`src/rtl/sequenced_decoder_if.sv`:
```
// Decoder-side bundle: instruction handshake, field/strobe outputs to regfile/ALU/PC,
// and the data-memory request/ack pair. slave = decoder, master = its environment.
interface sequenced_decoder_if #(
  parameter int PROGRAM_DataWidth = 16,
  parameter int NumOpCodeBits     = 5,
  parameter int SEL_WIDTH         = 2,
  parameter int ParamBits         = 8,
  parameter int DataWidth         = 8,
  parameter int NumStatusBits     = 3
);
  logic                         instr_valid;
  logic                         instr_ready;
  logic [PROGRAM_DataWidth-1:0] instruction;
  logic [NumStatusBits-1:0]     status;
  logic [NumOpCodeBits-1:0]     opcode;
  logic [ParamBits-1:0]         param;
  logic [DataWidth-1:0]         literal_adr;
  logic [SEL_WIDTH-1:0]         rd_sel1;
  logic [SEL_WIDTH-1:0]         rd_sel2;
  logic                         rd_en1;
  logic                         rd_en2;
  logic                         wr_en;
  logic [SEL_WIDTH-1:0]         wr_sel;
  logic                         sel_reg_in_alu_decoder;
  logic                         sel_reg_in_mem;
  logic                         cnt_wr_en;
  logic                         mem_req;
  logic                         mem_we;
  logic                         mem_adr_src;
  logic                         mem_ack;
  logic                         mem_err;
  logic                         illegal_op;
  logic                         busy;

  modport slave (
    input  instr_valid, instruction, status, mem_ack,
    output instr_ready, opcode, param, literal_adr, rd_sel1, rd_sel2, rd_en1, rd_en2,
           wr_en, wr_sel, sel_reg_in_alu_decoder, sel_reg_in_mem, cnt_wr_en,
           mem_req, mem_we, mem_adr_src, mem_err, illegal_op, busy
  );

  modport master (
    output instr_valid, instruction, status, mem_ack,
    input  instr_ready, opcode, param, literal_adr, rd_sel1, rd_sel2, rd_en1, rd_en2,
           wr_en, wr_sel, sel_reg_in_alu_decoder, sel_reg_in_mem, cnt_wr_en,
           mem_req, mem_we, mem_adr_src, mem_err, illegal_op, busy
  );
endinterface

```
`src/rtl/sequenced_decoder.sv`:
```
// Multi-cycle instruction decoder: IDLE -> EXEC (-> MEM (-> WB)) with registered strobes,
// load/store over a req/ack memory port with timeout, and reserved-opcode flagging.
module sequenced_decoder #(
  parameter int PROGRAM_DataWidth = 16,
  parameter int NumOpCodeBits     = 5,
  parameter int SEL_WIDTH         = 2,
  parameter int OP1_BIT_POS       = 9,
  parameter int OP2_BIT_POS       = 4,
  parameter int ParamBits         = 8,
  parameter int DataWidth         = 8,
  parameter int NumStatusBits     = 3,
  parameter int MEM_TIMEOUT       = 15
) (
  input logic                 clk,
  input logic                 reset_n,
  sequenced_decoder_if.slave  bus
);
  localparam int CNT_W = $clog2(MEM_TIMEOUT + 1);

  // Opcode map: 0 NOP, 1-5 ADD SUB AND OR XOR, 6-8 NOT SHL SHR, 9 VAL,
  // 16 GOTO, 17-21 IFZ IFNZ IFEQ IFST IFGT, 24-27 LD ST LDI STI, the rest reserved.
  localparam logic [NumOpCodeBits-1:0] OP_NOP  = NumOpCodeBits'(0);
  localparam logic [NumOpCodeBits-1:0] OP_ADD  = NumOpCodeBits'(1);
  localparam logic [NumOpCodeBits-1:0] OP_SUB  = NumOpCodeBits'(2);
  localparam logic [NumOpCodeBits-1:0] OP_AND  = NumOpCodeBits'(3);
  localparam logic [NumOpCodeBits-1:0] OP_OR   = NumOpCodeBits'(4);
  localparam logic [NumOpCodeBits-1:0] OP_XOR  = NumOpCodeBits'(5);
  localparam logic [NumOpCodeBits-1:0] OP_NOT  = NumOpCodeBits'(6);
  localparam logic [NumOpCodeBits-1:0] OP_SHL  = NumOpCodeBits'(7);
  localparam logic [NumOpCodeBits-1:0] OP_SHR  = NumOpCodeBits'(8);
  localparam logic [NumOpCodeBits-1:0] OP_VAL  = NumOpCodeBits'(9);
  localparam logic [NumOpCodeBits-1:0] OP_GOTO = NumOpCodeBits'(16);
  localparam logic [NumOpCodeBits-1:0] OP_IFZ  = NumOpCodeBits'(17);
  localparam logic [NumOpCodeBits-1:0] OP_IFNZ = NumOpCodeBits'(18);
  localparam logic [NumOpCodeBits-1:0] OP_IFEQ = NumOpCodeBits'(19);
  localparam logic [NumOpCodeBits-1:0] OP_IFST = NumOpCodeBits'(20);
  localparam logic [NumOpCodeBits-1:0] OP_IFGT = NumOpCodeBits'(21);
  localparam logic [NumOpCodeBits-1:0] OP_LD   = NumOpCodeBits'(24);
  localparam logic [NumOpCodeBits-1:0] OP_ST   = NumOpCodeBits'(25);
  localparam logic [NumOpCodeBits-1:0] OP_LDI  = NumOpCodeBits'(26);
  localparam logic [NumOpCodeBits-1:0] OP_STI  = NumOpCodeBits'(27);

  typedef enum logic [1:0] {IDLE, EXEC, MEM, WB} state_t;
  typedef enum logic [2:0] {BR_NONE, BR_ALWAYS, BR_Z, BR_NZ, BR_EQ, BR_ST, BR_GT} branch_t;

  state_t                   state_reg;
  branch_t                  branch_reg;
  logic [CNT_W-1:0]         wait_cnt_reg;
  logic                     is_mem_reg;
  logic                     is_store_reg;
  logic                     is_indirect_reg;
  logic                     branch_taken;
  logic [NumStatusBits-1:0] status_in;

  logic [NumOpCodeBits-1:0]       in_op;
  logic [ParamBits-1:0]           in_param;
  logic [DataWidth+ParamBits-1:0] param_wide;

  assign in_op      = bus.instruction[PROGRAM_DataWidth-1 -: NumOpCodeBits];
  assign in_param   = bus.instruction[ParamBits-1:0];
  assign param_wide = {{DataWidth{1'b0}}, in_param};
  assign status_in  = bus.status;

  // Branch condition depends on live ALU flags during EXEC, so this strobe is decoded here.
  always_comb begin
    branch_taken = 1'b0;
    case (branch_reg)
      BR_ALWAYS: branch_taken = 1'b1;
      BR_Z:      branch_taken = status_in[0];
      BR_NZ:     branch_taken = ~status_in[0];
      BR_EQ:     branch_taken = status_in[1];
      BR_ST:     branch_taken = status_in[2];
      BR_GT:     branch_taken = ~status_in[1] & ~status_in[2];
      default:   branch_taken = 1'b0;
    endcase
  end

  assign bus.cnt_wr_en = (state_reg == EXEC) && branch_taken;
  assign bus.busy      = ~bus.instr_ready;

  always_ff @(posedge clk) begin
    if (!reset_n) begin
      state_reg                  <= IDLE;
      branch_reg                 <= BR_NONE;
      wait_cnt_reg               <= '0;
      is_mem_reg                 <= 1'b0;
      is_store_reg               <= 1'b0;
      is_indirect_reg            <= 1'b0;
      bus.instr_ready            <= 1'b1;
      bus.opcode                 <= '0;
      bus.param                  <= '0;
      bus.literal_adr            <= '0;
      bus.rd_sel1                <= '0;
      bus.rd_sel2                <= '0;
      bus.wr_sel                 <= '0;
      bus.rd_en1                 <= 1'b0;
      bus.rd_en2                 <= 1'b0;
      bus.wr_en                  <= 1'b0;
      bus.sel_reg_in_alu_decoder <= 1'b0;
      bus.sel_reg_in_mem         <= 1'b0;
      bus.mem_req                <= 1'b0;
      bus.mem_we                 <= 1'b0;
      bus.mem_adr_src            <= 1'b0;
      bus.mem_err                <= 1'b0;
      bus.illegal_op             <= 1'b0;
    end else begin
      // Strobes live for exactly the state that raises them.
      bus.rd_en1                 <= 1'b0;
      bus.rd_en2                 <= 1'b0;
      bus.wr_en                  <= 1'b0;
      bus.sel_reg_in_alu_decoder <= 1'b0;
      bus.sel_reg_in_mem         <= 1'b0;
      bus.mem_req                <= 1'b0;
      bus.mem_we                 <= 1'b0;
      bus.mem_adr_src            <= 1'b0;
      bus.mem_err                <= 1'b0;
      bus.illegal_op             <= 1'b0;
      branch_reg                 <= BR_NONE;
      case (state_reg)
        IDLE: begin
          if (bus.instr_valid) begin
            state_reg       <= EXEC;
            bus.instr_ready <= 1'b0;
            bus.opcode      <= in_op;
            bus.param       <= in_param;
            bus.literal_adr <= param_wide[DataWidth-1:0];
            bus.rd_sel1     <= bus.instruction[OP1_BIT_POS -: SEL_WIDTH];
            bus.wr_sel      <= bus.instruction[OP1_BIT_POS -: SEL_WIDTH];
            bus.rd_sel2     <= bus.instruction[OP2_BIT_POS -: SEL_WIDTH];
            is_mem_reg      <= (in_op == OP_LD) || (in_op == OP_ST) ||
                               (in_op == OP_LDI) || (in_op == OP_STI);
            is_store_reg    <= (in_op == OP_ST) || (in_op == OP_STI);
            is_indirect_reg <= (in_op == OP_LDI) || (in_op == OP_STI);
            case (in_op)
              OP_ADD, OP_SUB, OP_AND, OP_OR, OP_XOR: begin
                bus.rd_en1                 <= 1'b1;
                bus.rd_en2                 <= 1'b1;
                bus.wr_en                  <= 1'b1;
                bus.sel_reg_in_alu_decoder <= 1'b1;
              end
              OP_NOT, OP_SHL, OP_SHR: begin
                bus.rd_en1                 <= 1'b1;
                bus.wr_en                  <= 1'b1;
                bus.sel_reg_in_alu_decoder <= 1'b1;
              end
              OP_VAL:  bus.wr_en <= 1'b1;
              OP_GOTO: branch_reg <= BR_ALWAYS;
              OP_IFZ:  branch_reg <= BR_Z;
              OP_IFNZ: branch_reg <= BR_NZ;
              OP_IFEQ: branch_reg <= BR_EQ;
              OP_IFST: branch_reg <= BR_ST;
              OP_IFGT: branch_reg <= BR_GT;
              OP_NOP, OP_LD, OP_ST, OP_LDI, OP_STI: ;
              default: bus.illegal_op <= 1'b1;
            endcase
          end
        end
        EXEC: begin
          if (is_mem_reg) begin
            state_reg       <= MEM;
            wait_cnt_reg    <= '0;
            bus.mem_req     <= 1'b1;
            bus.mem_we      <= is_store_reg;
            bus.rd_en1      <= is_store_reg;
            bus.rd_en2      <= is_indirect_reg;
            bus.mem_adr_src <= is_indirect_reg;
          end else begin
            state_reg       <= IDLE;
            bus.instr_ready <= 1'b1;
          end
        end
        MEM: begin
          // An ack on the final allowed cycle still completes the access.
          if (bus.mem_ack) begin
            if (is_store_reg) begin
              state_reg       <= IDLE;
              bus.instr_ready <= 1'b1;
            end else begin
              state_reg          <= WB;
              bus.wr_en          <= 1'b1;
              bus.sel_reg_in_mem <= 1'b1;
            end
          end else if (wait_cnt_reg == CNT_W'(MEM_TIMEOUT - 1)) begin
            state_reg       <= IDLE;
            bus.instr_ready <= 1'b1;
            bus.mem_err     <= 1'b1;
          end else begin
            wait_cnt_reg    <= wait_cnt_reg + CNT_W'(1);
            bus.mem_req     <= 1'b1;
            bus.mem_we      <= is_store_reg;
            bus.rd_en1      <= is_store_reg;
            bus.rd_en2      <= is_indirect_reg;
            bus.mem_adr_src <= is_indirect_reg;
          end
        end
        WB: begin
          state_reg       <= IDLE;
          bus.instr_ready <= 1'b1;
        end
        default: begin
          state_reg       <= IDLE;
          bus.instr_ready <= 1'b1;
        end
      endcase
    end
  end
endmodule

```
`src/flat_wrapper.sv`:
```
// flat-port wrapper written by rule: the top's interface ports become plain ports
module sequenced_decoder_flat 
#(
  parameter int PROGRAM_DataWidth = 16,
  parameter int NumOpCodeBits     = 5,
  parameter int SEL_WIDTH         = 2,
  parameter int OP1_BIT_POS       = 9,
  parameter int OP2_BIT_POS       = 4,
  parameter int ParamBits         = 8,
  parameter int DataWidth         = 8,
  parameter int NumStatusBits     = 3,
  parameter int MEM_TIMEOUT       = 15
)
  (clk, reset_n, bus_instr_valid, bus_instruction, bus_status, bus_mem_ack, bus_instr_ready, bus_opcode, bus_param, bus_literal_adr, bus_rd_sel1, bus_rd_sel2, bus_rd_en1, bus_rd_en2, bus_wr_en, bus_wr_sel, bus_sel_reg_in_alu_decoder, bus_sel_reg_in_mem, bus_cnt_wr_en, bus_mem_req, bus_mem_we, bus_mem_adr_src, bus_mem_err, bus_illegal_op, bus_busy);
  sequenced_decoder_if #(.PROGRAM_DataWidth(PROGRAM_DataWidth), .NumOpCodeBits(NumOpCodeBits), .SEL_WIDTH(SEL_WIDTH), .ParamBits(ParamBits), .DataWidth(DataWidth), .NumStatusBits(NumStatusBits)) bus_i ();
  input logic clk;
  input logic reset_n;
  input wire logic [$bits(bus_i.instr_valid)-1:0] bus_instr_valid;
  input wire logic [$bits(bus_i.instruction)-1:0] bus_instruction;
  input wire logic [$bits(bus_i.status)-1:0] bus_status;
  input wire logic [$bits(bus_i.mem_ack)-1:0] bus_mem_ack;
  output wire logic [$bits(bus_i.instr_ready)-1:0] bus_instr_ready;
  output wire logic [$bits(bus_i.opcode)-1:0] bus_opcode;
  output wire logic [$bits(bus_i.param)-1:0] bus_param;
  output wire logic [$bits(bus_i.literal_adr)-1:0] bus_literal_adr;
  output wire logic [$bits(bus_i.rd_sel1)-1:0] bus_rd_sel1;
  output wire logic [$bits(bus_i.rd_sel2)-1:0] bus_rd_sel2;
  output wire logic [$bits(bus_i.rd_en1)-1:0] bus_rd_en1;
  output wire logic [$bits(bus_i.rd_en2)-1:0] bus_rd_en2;
  output wire logic [$bits(bus_i.wr_en)-1:0] bus_wr_en;
  output wire logic [$bits(bus_i.wr_sel)-1:0] bus_wr_sel;
  output wire logic [$bits(bus_i.sel_reg_in_alu_decoder)-1:0] bus_sel_reg_in_alu_decoder;
  output wire logic [$bits(bus_i.sel_reg_in_mem)-1:0] bus_sel_reg_in_mem;
  output wire logic [$bits(bus_i.cnt_wr_en)-1:0] bus_cnt_wr_en;
  output wire logic [$bits(bus_i.mem_req)-1:0] bus_mem_req;
  output wire logic [$bits(bus_i.mem_we)-1:0] bus_mem_we;
  output wire logic [$bits(bus_i.mem_adr_src)-1:0] bus_mem_adr_src;
  output wire logic [$bits(bus_i.mem_err)-1:0] bus_mem_err;
  output wire logic [$bits(bus_i.illegal_op)-1:0] bus_illegal_op;
  output wire logic [$bits(bus_i.busy)-1:0] bus_busy;
  assign bus_i.instr_valid = bus_instr_valid;
  assign bus_i.instruction = bus_instruction;
  assign bus_i.status = bus_status;
  assign bus_i.mem_ack = bus_mem_ack;
  assign bus_instr_ready = bus_i.instr_ready;
  assign bus_opcode = bus_i.opcode;
  assign bus_param = bus_i.param;
  assign bus_literal_adr = bus_i.literal_adr;
  assign bus_rd_sel1 = bus_i.rd_sel1;
  assign bus_rd_sel2 = bus_i.rd_sel2;
  assign bus_rd_en1 = bus_i.rd_en1;
  assign bus_rd_en2 = bus_i.rd_en2;
  assign bus_wr_en = bus_i.wr_en;
  assign bus_wr_sel = bus_i.wr_sel;
  assign bus_sel_reg_in_alu_decoder = bus_i.sel_reg_in_alu_decoder;
  assign bus_sel_reg_in_mem = bus_i.sel_reg_in_mem;
  assign bus_cnt_wr_en = bus_i.cnt_wr_en;
  assign bus_mem_req = bus_i.mem_req;
  assign bus_mem_we = bus_i.mem_we;
  assign bus_mem_adr_src = bus_i.mem_adr_src;
  assign bus_mem_err = bus_i.mem_err;
  assign bus_illegal_op = bus_i.illegal_op;
  assign bus_busy = bus_i.busy;
  sequenced_decoder #(.PROGRAM_DataWidth(PROGRAM_DataWidth), .NumOpCodeBits(NumOpCodeBits), .SEL_WIDTH(SEL_WIDTH), .OP1_BIT_POS(OP1_BIT_POS), .OP2_BIT_POS(OP2_BIT_POS), .ParamBits(ParamBits), .DataWidth(DataWidth), .NumStatusBits(NumStatusBits), .MEM_TIMEOUT(MEM_TIMEOUT)) u_core (.clk(clk), .reset_n(reset_n), .bus(bus_i));
endmodule
```
`config.mk`:
```
export PLATFORM = sky130hd
export DESIGN_NAME = sequenced_decoder_flat
export DESIGN_NICKNAME = d
export VERILOG_FILES = /design/src/rtl/sequenced_decoder_if.sv /design/src/rtl/sequenced_decoder.sv /design/src/flat_wrapper.sv
export SDC_FILE = /design/constraint.sdc
export NUM_CORES = 1
export LEC_CHECK = 0
export CORE_MARGIN = 3
export CORE_UTILIZATION = 40
export DETAILED_ROUTE_END_ITERATION = 10
export DONT_BUFFER_PORTS = 1
export HOLD_SLACK_MARGIN = 0.02
export PLACE_DENSITY = 0.64
export SYNTH_ARGS = -nofsm -noshare
export SYNTH_HDL_FRONTEND = slang
export SYNTH_SLANG_ARGS = --single-unit
```
`constraint.sdc`:
```
create_clock -name clk -period 1.9 [get_ports clk]
set_input_delay 0.475 -clock clk [delete_from_list [all_inputs] [get_ports clk]]
set_output_delay 0.475 -clock clk [all_outputs]
set_load 0.02 [all_outputs]
```
======== Word-level counts from Yosys, hierarchy flattened ========
Index checks and enable logic that the tools add are counted.
operators by class
  divide/modulo/power cells ............... 0
  muxes and demuxes ....................... 43
  shift-type cells ........................ 0
  reductions and logical operators ........ 21
  bitwise operators ....................... 7
  $add $sub $neg .......................... 1
  eq/ne operators ......................... 36
  multiply operators ...................... 0
  $lt $le $gt $ge ......................... 0
operator list
  kind                                                                   number
  5-bit equality test, second input constant                             10
  1-bit 2-to-1 mux                                                       24
  5-bit by 3-bit equality test with 1-bit output, second input constant  4
  20-bit OR reduction                                                    1
  3-bit case mux with 6 select lines                                     1
  4-bit 2-to-1 mux                                                       3
  5-bit by 2-bit equality test with 1-bit output, second input constant  2
  5-bit by 4-bit equality test with 1-bit output, second input constant  2
  2-bit 2-to-1 mux                                                       5
  3-bit equality test, second input constant                             3
  9-bit OR reduction                                                     1
  2-bit != test, second input constant                                   4
  1-bit case mux with 2 select lines                                     4
  2-bit case mux with 4 select lines                                     1
  4-bit case mux with 2 select lines                                     1
  2-bit AND reduction                                                    4
  4-bit AND reduction                                                    2
  8-bit OR reduction                                                     1
  3-bit by 2-bit equality test with 1-bit output, second input constant  2
  3-bit by 2-bit != test with 1-bit output, second input constant        2
  1-bit NOT                                                              6
  1-bit case mux with 3 select lines                                     2
  1-bit case mux with 6 select lines                                     1
  5-bit by 1-bit equality test with 1-bit output, second input constant  1
  other kinds (16)                                                       21
word-level totals
  latch bits .............................. 0
  bits in registers ....................... 40
  memories ................................ 0
  logic and storage cells ................. 129
  memory bits (read-only) ................. 0
  bits in writable memories ............... 0
  output and inout bits ................... 40

======== Depth between registers and ports, before layout ========
Gate-level depths: netlist of the first run.
  depth after elaboration ................. 5
  depth in mapped cells ................... 7
  gate-level depth less buffers ........... 6

======== Worst setup path before layout of the first run ========
Ideal clock, no wire load.
  path kind ............................... input -> output
  from .................................... in bus_status[0]
  to ...................................... out bus_cnt_wr_en
  path buffers ............................ 0
  arrival time ............................ 1.031 ns
  slack ................................... 0.394 ns
  required time ........................... 1.425 ns
  stages on the path ...................... 4
  cell sequence ........................... a21oi_1 -> nor3_1 -> a21oi_1 -> nor2_1
on the way
  cells in the longest elaborated chain, start to end .. 3
ends and longest elaborated chain
  element                               line                     text
  start, declared                       flat_wrapper.sv:20       input wire logic [$bits(bus_i.status)-1:0] bus_status;
  1-bit NOT                             sequenced_decoder.sv:70  BR_NZ: branch_taken = ~status_in[0];
  1-bit case mux with 6 select lines *  sequenced_decoder.sv:67  case (branch_reg)
  1-bit logical AND *                   sequenced_decoder.sv:78  assign bus.cnt_wr_en = (state_reg == EXEC) && branch_taken;
  end, declared                         flat_wrapper.sv:34       output wire logic [$bits(bus_i.cnt_wr_en)-1:0] bus_cnt_wr_en;
Every way passes the cells marked *; elsewhere a longest branch is shown, timed or not.

======== Worst setup path after layout of the first run ========
  from .................................... reg u_core.state_reg[1]
  to ...................................... out bus_cnt_wr_en
on the way
  cells in the longest elaborated chain, start to end .. 2
ends and longest elaborated chain
  element                                         line                      text
  start, declared                                 sequenced_decoder.sv:46   state_t state_reg;
  start signal, assigned                          sequenced_decoder.sv:83   state_reg <= IDLE;
  start signal, assigned                          sequenced_decoder.sv:122  state_reg <= EXEC;
  start signal, assigned                          sequenced_decoder.sv:160  state_reg <= MEM;
  2-bit by 1-bit equality test with 1-bit output  sequenced_decoder.sv:78
  1-bit logical AND                               sequenced_decoder.sv:78
Every way passes these cells.

==> flow_metrics.tcl, run 1 <==
set metrics [dict create \
    status "finished clean" \
    syn-num-nets 235 \
    grt_pass1_vias 1189 \
    muxShareOfSynthArea_pct 0.573 \
    criticalPathCategory "reg -> out" \
    via_per_inst 5.19 \
    detail-route-antenna-nets 0 \
    numCtsBuffers 5 \
    dieArea_sq_mm 0.00520 \
    ys_seq_elements 38 \
    cp.arrival_ps 1310 \
    hold_violations 0 \
    worstSetupStartpointType "flip-flop" \
    period_share_pct 93.8 \
    largest_reg_flops 8 \
    cp_data_required_time_ps 1420 \
    io_buffers 0 \
    num_rows 23 \
    cts_sinks 38 \
    grt_pass1_wl_mm 5.40 \
    antenna_found_initial 0 \
    layout-drive-gt1-share_pct 6.77 \
    cts_resized 0 \
    syn_avg_cell_area_sq_um 8.48 \
    yosysWarnings 0 \
    area_growth_pct 2.51 \
    powerDensity_mw_per_mm2 932 \
    cts_setup_buffers 0 \
    vias 1257 \
    maxSlewViolCount 0 \
    clock_path_buffers 2 \
    antenna_cells 0 \
    yosys.area_share.simple_pct 24.0 \
    synthAdderAreaFrac_pct 4.30 \
    route.detailed.drc 0 \
    finalSetupTns_ps 0 \
    postRouteWirelength_mm 3.36 \
    synth_xor_area_share_pct 0 \
    ys_seq_area_share_pct 43.6 \
    dr.pass1.iters 4 \
    period_needed_ps 1780 \
    crit_path_max_fanout 4 \
    worst_slew_pin_slew_ps 597 \
    nFillCells 430 \
    hpwl_mm 2.38 \
    core-area_sq_mm 0.00412 \
    drtIter0Drc 43 \
    p_leak_uw 0.000673 \
    htreeDepth 2 \
    initial_core_util_pct 42.4 \
    critPathCaptureType "output port" \
    vdd_drop_max_uv 283 \
    fmax_ghz 0.561 \
    final_util_pct 43.5 \
    synth.distinct_cells 40 \
    die_x_microns 72.1 \
    synthesis.area_sq_mm 0.00175 \
    clk_latency_ps 290 \
    grt_overflow 0 \
    place_congestion 0.783 \
    fin_nets 220 \
    syn_inst 206 \
    max-slew-margin-rel_pct 60.2 \
    grt_max_degree 35 \
    cap_violations 0 \
    wl_per_cell_microns 13.9 \
    synth_top_family_by_area "simple AND/OR/NAND/NOR gates" \
    io_pins 63 \
    clock_skew_ps 6.49 \
    rsz0062_at_grt "false" \
    root_buffer "clkbuf_8" \
    hold_class "in -> reg" \
    gr-usage-all-layers_pct 13.3 \
    setup_viol 0 \
    clk_pin_slew_worst_paths_ps 70 \
    cts_tree "built" \
    ctsHoldBuffers 0 \
    fp.dieH_microns 72.1 \
    synth_compound_area_share_pct 17.6 \
]
==> cells in the final DEF, fill, tap and decap left out, drive strengths merged <==
cell type / synthesis / layout
o211ai: 1 / 1
nor4: 2 / 2
or3b: 1 / 1
buf: 18 / 2
nand2b: 3 / 3
o21a: 2 / 2
and3: 3 / 3
dfxtp: 38 / 38
or3: 2 / 2
nand3: 3 / 3
o21ai: 10 / 10
nor4b: 1 / 1
and2: 5 / 5
nor3b: 2 / 2
a21boi: 18 / 18
nand3b: 1 / 1
nor2b: 4 / 4
ha: 6 / 6
a22oi: 4 / 4
o31a: 1 / 1
o311ai: 1 / 1
mux2i: 1 / 1
clkbuf: 6 / 8
a21oi: 7 / 7
nand2: 39 / 39
or2b: 1 / 1
nor3: 5 / 5
o311a: 1 / 1
nor2: 7 / 7
o31ai: 1 / 1
nand4: 2 / 2
or4b: 1 / 1
inv: 8 / 8
nand4b: 1 / 1
==> worst paths after layout <==
kind,start,to,slack [ps],depth (start not counted)
worst max-delay path,u_core.state_reg[1],bus_cnt_wr_en,120,4
worst min-delay path,bus_instruction[11],u_core.branch_reg[0],260,1
worst max register to register,u_core.state_reg[0],u_core.wait_cnt_reg[3],220,6
worst min register to register,u_core.wait_cnt_reg[0],u_core.wait_cnt_reg[0],500,2
==> worst max-delay path, cell delays in order, from the launching register on <==
cell     delay, ps
dfxtp_1        340
inv_1           80
ha_1           220
nand2_1         60
nor2_1         320
==> through the flow <==
step / cells / setup WS [ps] / power [uW] / hold WS [ps] / cell area, sq um
2_1_floorplan: 206 / 394 / 1060 / 454 / 1750
3_3_place_gp: 234 / 268 / 1050 / 488 / 1680
3_5_place_dp: 234 / 251 / 1050 / 492 / 1680
4_1_cts: 242 / 106 / 1700 / 251 / 1790
5_1_grt: 242 / 41.9 / 1750 / 241 / 1790
6_report: 242 / 117 / 1670 / 259 / 1790
==> report_power, final <==
part           total, uW  internal, uW  switching (uW)
sequential           908           828            79.6
combinational        123          53.5            69.8
clock                637           366             271
total               1670          1250             420
==> logic make-up after synthesis <==
| family | count (synthesis) |
|---|---|
| muxes | 1 |
| and+or+nand+nor | 83 |
| DFF | 38 |
| adders and majority gates | 6 |
| AOI/OAI and AO/OA | 46 |
| buffers and inverters | 32 |
==> final cells by class <==
class / instances / area (sq um) / share of cell area, %
tap: 50 / 62.6 / 3.49
multi-input combinational: 136 / 812 / 45.4
clock buffer: 8 / 110 / 6.15
sequential: 38 / 761 / 42.5
inverter: 8 / 30.0 / 1.68
timing repair buffer: 2 / 15.0 / 0.839
==> per-layer routing <==
metal | vias to the layer above | track usage (%) | share of wire, %
met5 | - | 0 | 0
met4 | 0 | 6.47 | 1.0
met3 | 6 | 4.85 | 9.2
met2 | 48 | 21.3 | 44
met1 | 553 | 15.8 | 46
li1 | 650 | - | -
==> Yosys cell counts (all sizes together) <==
cell    number  area, sq um
nand4        2         12.5
a22oi        4         30.0
o21ai       10         50.1
nor2b        4         25.0
a21oi        7         35.0
o311a        1         10.0
nand3b       1         7.51
or4b         1         13.8
nand2       39          149
a21boi      18          135
nand3        3         15.0
ha           6         75.1
nor3b        2         15.0
nor4         2         12.5
inv          8         30.0
o31a         1         8.76
nor4b        1         8.76
or3b         1         8.76
nand2b       3         21.3
o311ai       1         8.76
nand4b       1         8.76
nor2         7         26.3
buf         18          120
o21a         2         15.0
dfxtp       38          761
and3         3         18.8
clkbuf       6         23.8
o211ai       1         7.51
nor3         5         25.0
or3          2         12.5
o31ai        1         7.51
and2         5         31.3
mux2i        1         10.0
or2b         1         7.51
No activity file was read; power rests on OpenSTA's default activity.
==> run 2: changes to the inputs <==
--- a/config.mk
+++ b/config.mk
@@ -5,8 +5,9 @@
 export SDC_FILE = /design/constraint.sdc
 export NUM_CORES = 1
 export LEC_CHECK = 0
-export CORE_MARGIN = 3
+export CORE_MARGIN = 5
 export CORE_UTILIZATION = 40
+export CTS_CLUSTER_DIAMETER = 200
 export DETAILED_ROUTE_END_ITERATION = 10
 export DONT_BUFFER_PORTS = 1
 export HOLD_SLACK_MARGIN = 0.02
==> constraint.sdc (replaced) <==
create_clock -name clk -period 1.9 [get_ports clk]
set_input_delay 0.285 -clock clk [delete_from_list [all_inputs] [get_ports clk]]
set_output_delay 0.285 -clock clk [all_outputs]
set_load 0.02 [all_outputs]
==> flow_metrics.tcl, run 2 (same netlist as run 1, synthesis figures left out) <==
set metrics [dict create \
    status "finished clean" \
    rrSetupSlack_ps 250 \
    critPathCaptureType "flip-flop" \
    ctsHoldBuffers 0 \
    powerDensity_mw_per_mm2 1020 \
    crit_path_max_fanout 6 \
    htreeDepth 2 \
    fin_nets 222 \
    hold_class "in -> reg" \
    dieArea_sq_mm 0.00579 \
    seq_area_sq_um 761 \
    grt_max_degree 35 \
    multi_input_area_sq_um 812 \
    grt_pass1_vias 1214 \
    grt_pass1_wl_mm 5.73 \
    cp_data_required_time_ps 2120 \
    path_delay_family "simple AND/OR/NAND/NOR gates" \
    core-area_sq_mm 0.00429 \
    layout-drive-gt1-share_pct 7.73 \
    critPathSlowestCell "or3_1" \
    period_needed_ps 1650 \
    fp.dieH_microns 76.1 \
    wl_per_cell_microns 14.2 \
    hold_start "bus_instruction[11]" \
    p_leak_uw 0.000697 \
    cts_tree "built" \
    worstSetupStartpointType "flip-flop" \
    dr.pass1.iters 4 \
    pwr-share-clk_pct 44.5 \
    cp_cell_sequence "inv_1, ha_1, nand4_1, nand4_1, or3_1, a21boi_1" \
    hold_end "u_core.branch_reg[0]" \
    grt_overflow 0 \
    final_util_pct 42.9 \
    clock_path_buffers 2 \
    p_sw_share_pct 22.7 \
    num_rows 24 \
    period_share_pct 87.1 \
    dp.cells 238 \
    whs_path_depth 1 \
    route.detailed.drc 0 \
    via_per_inst 5.30 \
    initial_core_util_pct 40.7 \
    p_switching_uw 424 \
    mostFrequentLayoutCells "nand2_1, dfxtp_1, a21boi_0" \
    gr-usage-all-layers_pct 12.2 \
    cp.arrival_ps 1880 \
    max-slew-margin-rel_pct 59.9 \
    cts_resized 0 \
    die_x_microns 76.1 \
    antenna_found_initial 0 \
    place_congestion 0.710 \
    nFillCells 440 \
    crit_path_frequent_cell "nand4_1" \
    slowest_delay_ps 400 \
    area_growth_pct 5.37 \
    rr_worst_depth 6 \
    drtIter0Drc 47 \
    vias 1304 \
    io_buffers 0 \
    rsz0062_at_grt "false" \
    fmax_ghz 0.604 \
    detail-route-antenna-nets 0 \
    postRouteWirelength_mm 3.49 \
    cap_violations 0 \
    clk_latency_ps 280 \
    clk_pin_slew_worst_paths_ps 70 \
    finalSetupTns_ps 0 \
    cp_num_cells 6 \
    rr_endpoint "u_core.wait_cnt_reg[3]" \
    cts_sinks 38 \
    setup_viol 0 \
    root_buffer "clkbuf_8" \
    p_int_uw 1450 \
    finalNonFillerCells 246 \
    antenna_cells 0 \
    numCtsBuffers 5 \
    largest_reg_flops 8 \
    io_pins 63 \
    combPwrFrac_pct 6.9 \
    p_seq_share_pct 48.5 \
    crit_buf_inv 1 \
    hold_violations 0 \
    clock_skew_ps 1.18 \
    worst_slew_pin_slew_ps 600 \
    r2r_start "u_core.state_reg[0]" \
    cts_setup_buffers 0 \
    criticalPathCategory "reg -> reg" \
    hpwl_mm 2.50 \
    vdd_drop_max_uv 448 \
    maxSlewViolCount 0 \
]
[run 2: changes by cell type in the layout (fill, tap and decap cells not counted), sizes merged]
cell / delta
buf: +2
bufinv: +2
clkbuf: -2
[run 2: power groups by stage]
stage                     Sequential, uW  Combinational [uW]  Clock (uW)
final                                908                 130         833
after global routing                 913                 150         898
after CTS                            909                 132         856
after detailed placement             928                 131           0
after global placement               927                 130           0
after floorplan                      898                 166           0
[run 2: cell type report]
class,count,share of cell area [%]
Clock buffer,6,4.49
Clock inverter,2,3.26
Tap cell,52,3.54
Timing Repair Buffer,4,1.63
Multi-Input combinational cell,136,44.1
Sequential cell,38,41.3
Inverter,8,1.63
[run 2: routing by layer]
metal | GRT usage, % | wire (microns) | up-vias
li1 | - | - | 655
met2 | 18.8 | 1510 | 52
met1 | 14.4 | 1600 | 589
met4 | 5.24 | 61 | 0
met3 | 5.67 | 322 | 8
met5 | 0 | 0 | -
[run 2: worst max-delay path by stage]
stage,startpoint,endpoint,slack (ps)
2_1_floorplan,u_core.state_reg[0],u_core.wait_cnt_reg[3],430
3_3_place_gp,u_core.state_reg[0],u_core.wait_cnt_reg[3],280
3_5_place_dp,u_core.state_reg[0],u_core.wait_cnt_reg[3],260
4_1_cts,u_core.state_reg[0],u_core.wait_cnt_reg[3],250
5_1_grt,u_core.state_reg[0],u_core.wait_cnt_reg[3],130
6_report,u_core.state_reg[0],u_core.wait_cnt_reg[3],250
[run 2: through the flow]
stage,instance area [sq um],worst slack (ps),total power [uW],hold WS (ps)
final,1840,245,1870,67.6
after global routing,1840,131,1960,54.7
after CTS,1840,253,1900,55.5
after detailed placement,1700,263,1060,365
after global placement,1700,279,1060,364
after floorplan,1750,432,1060,361
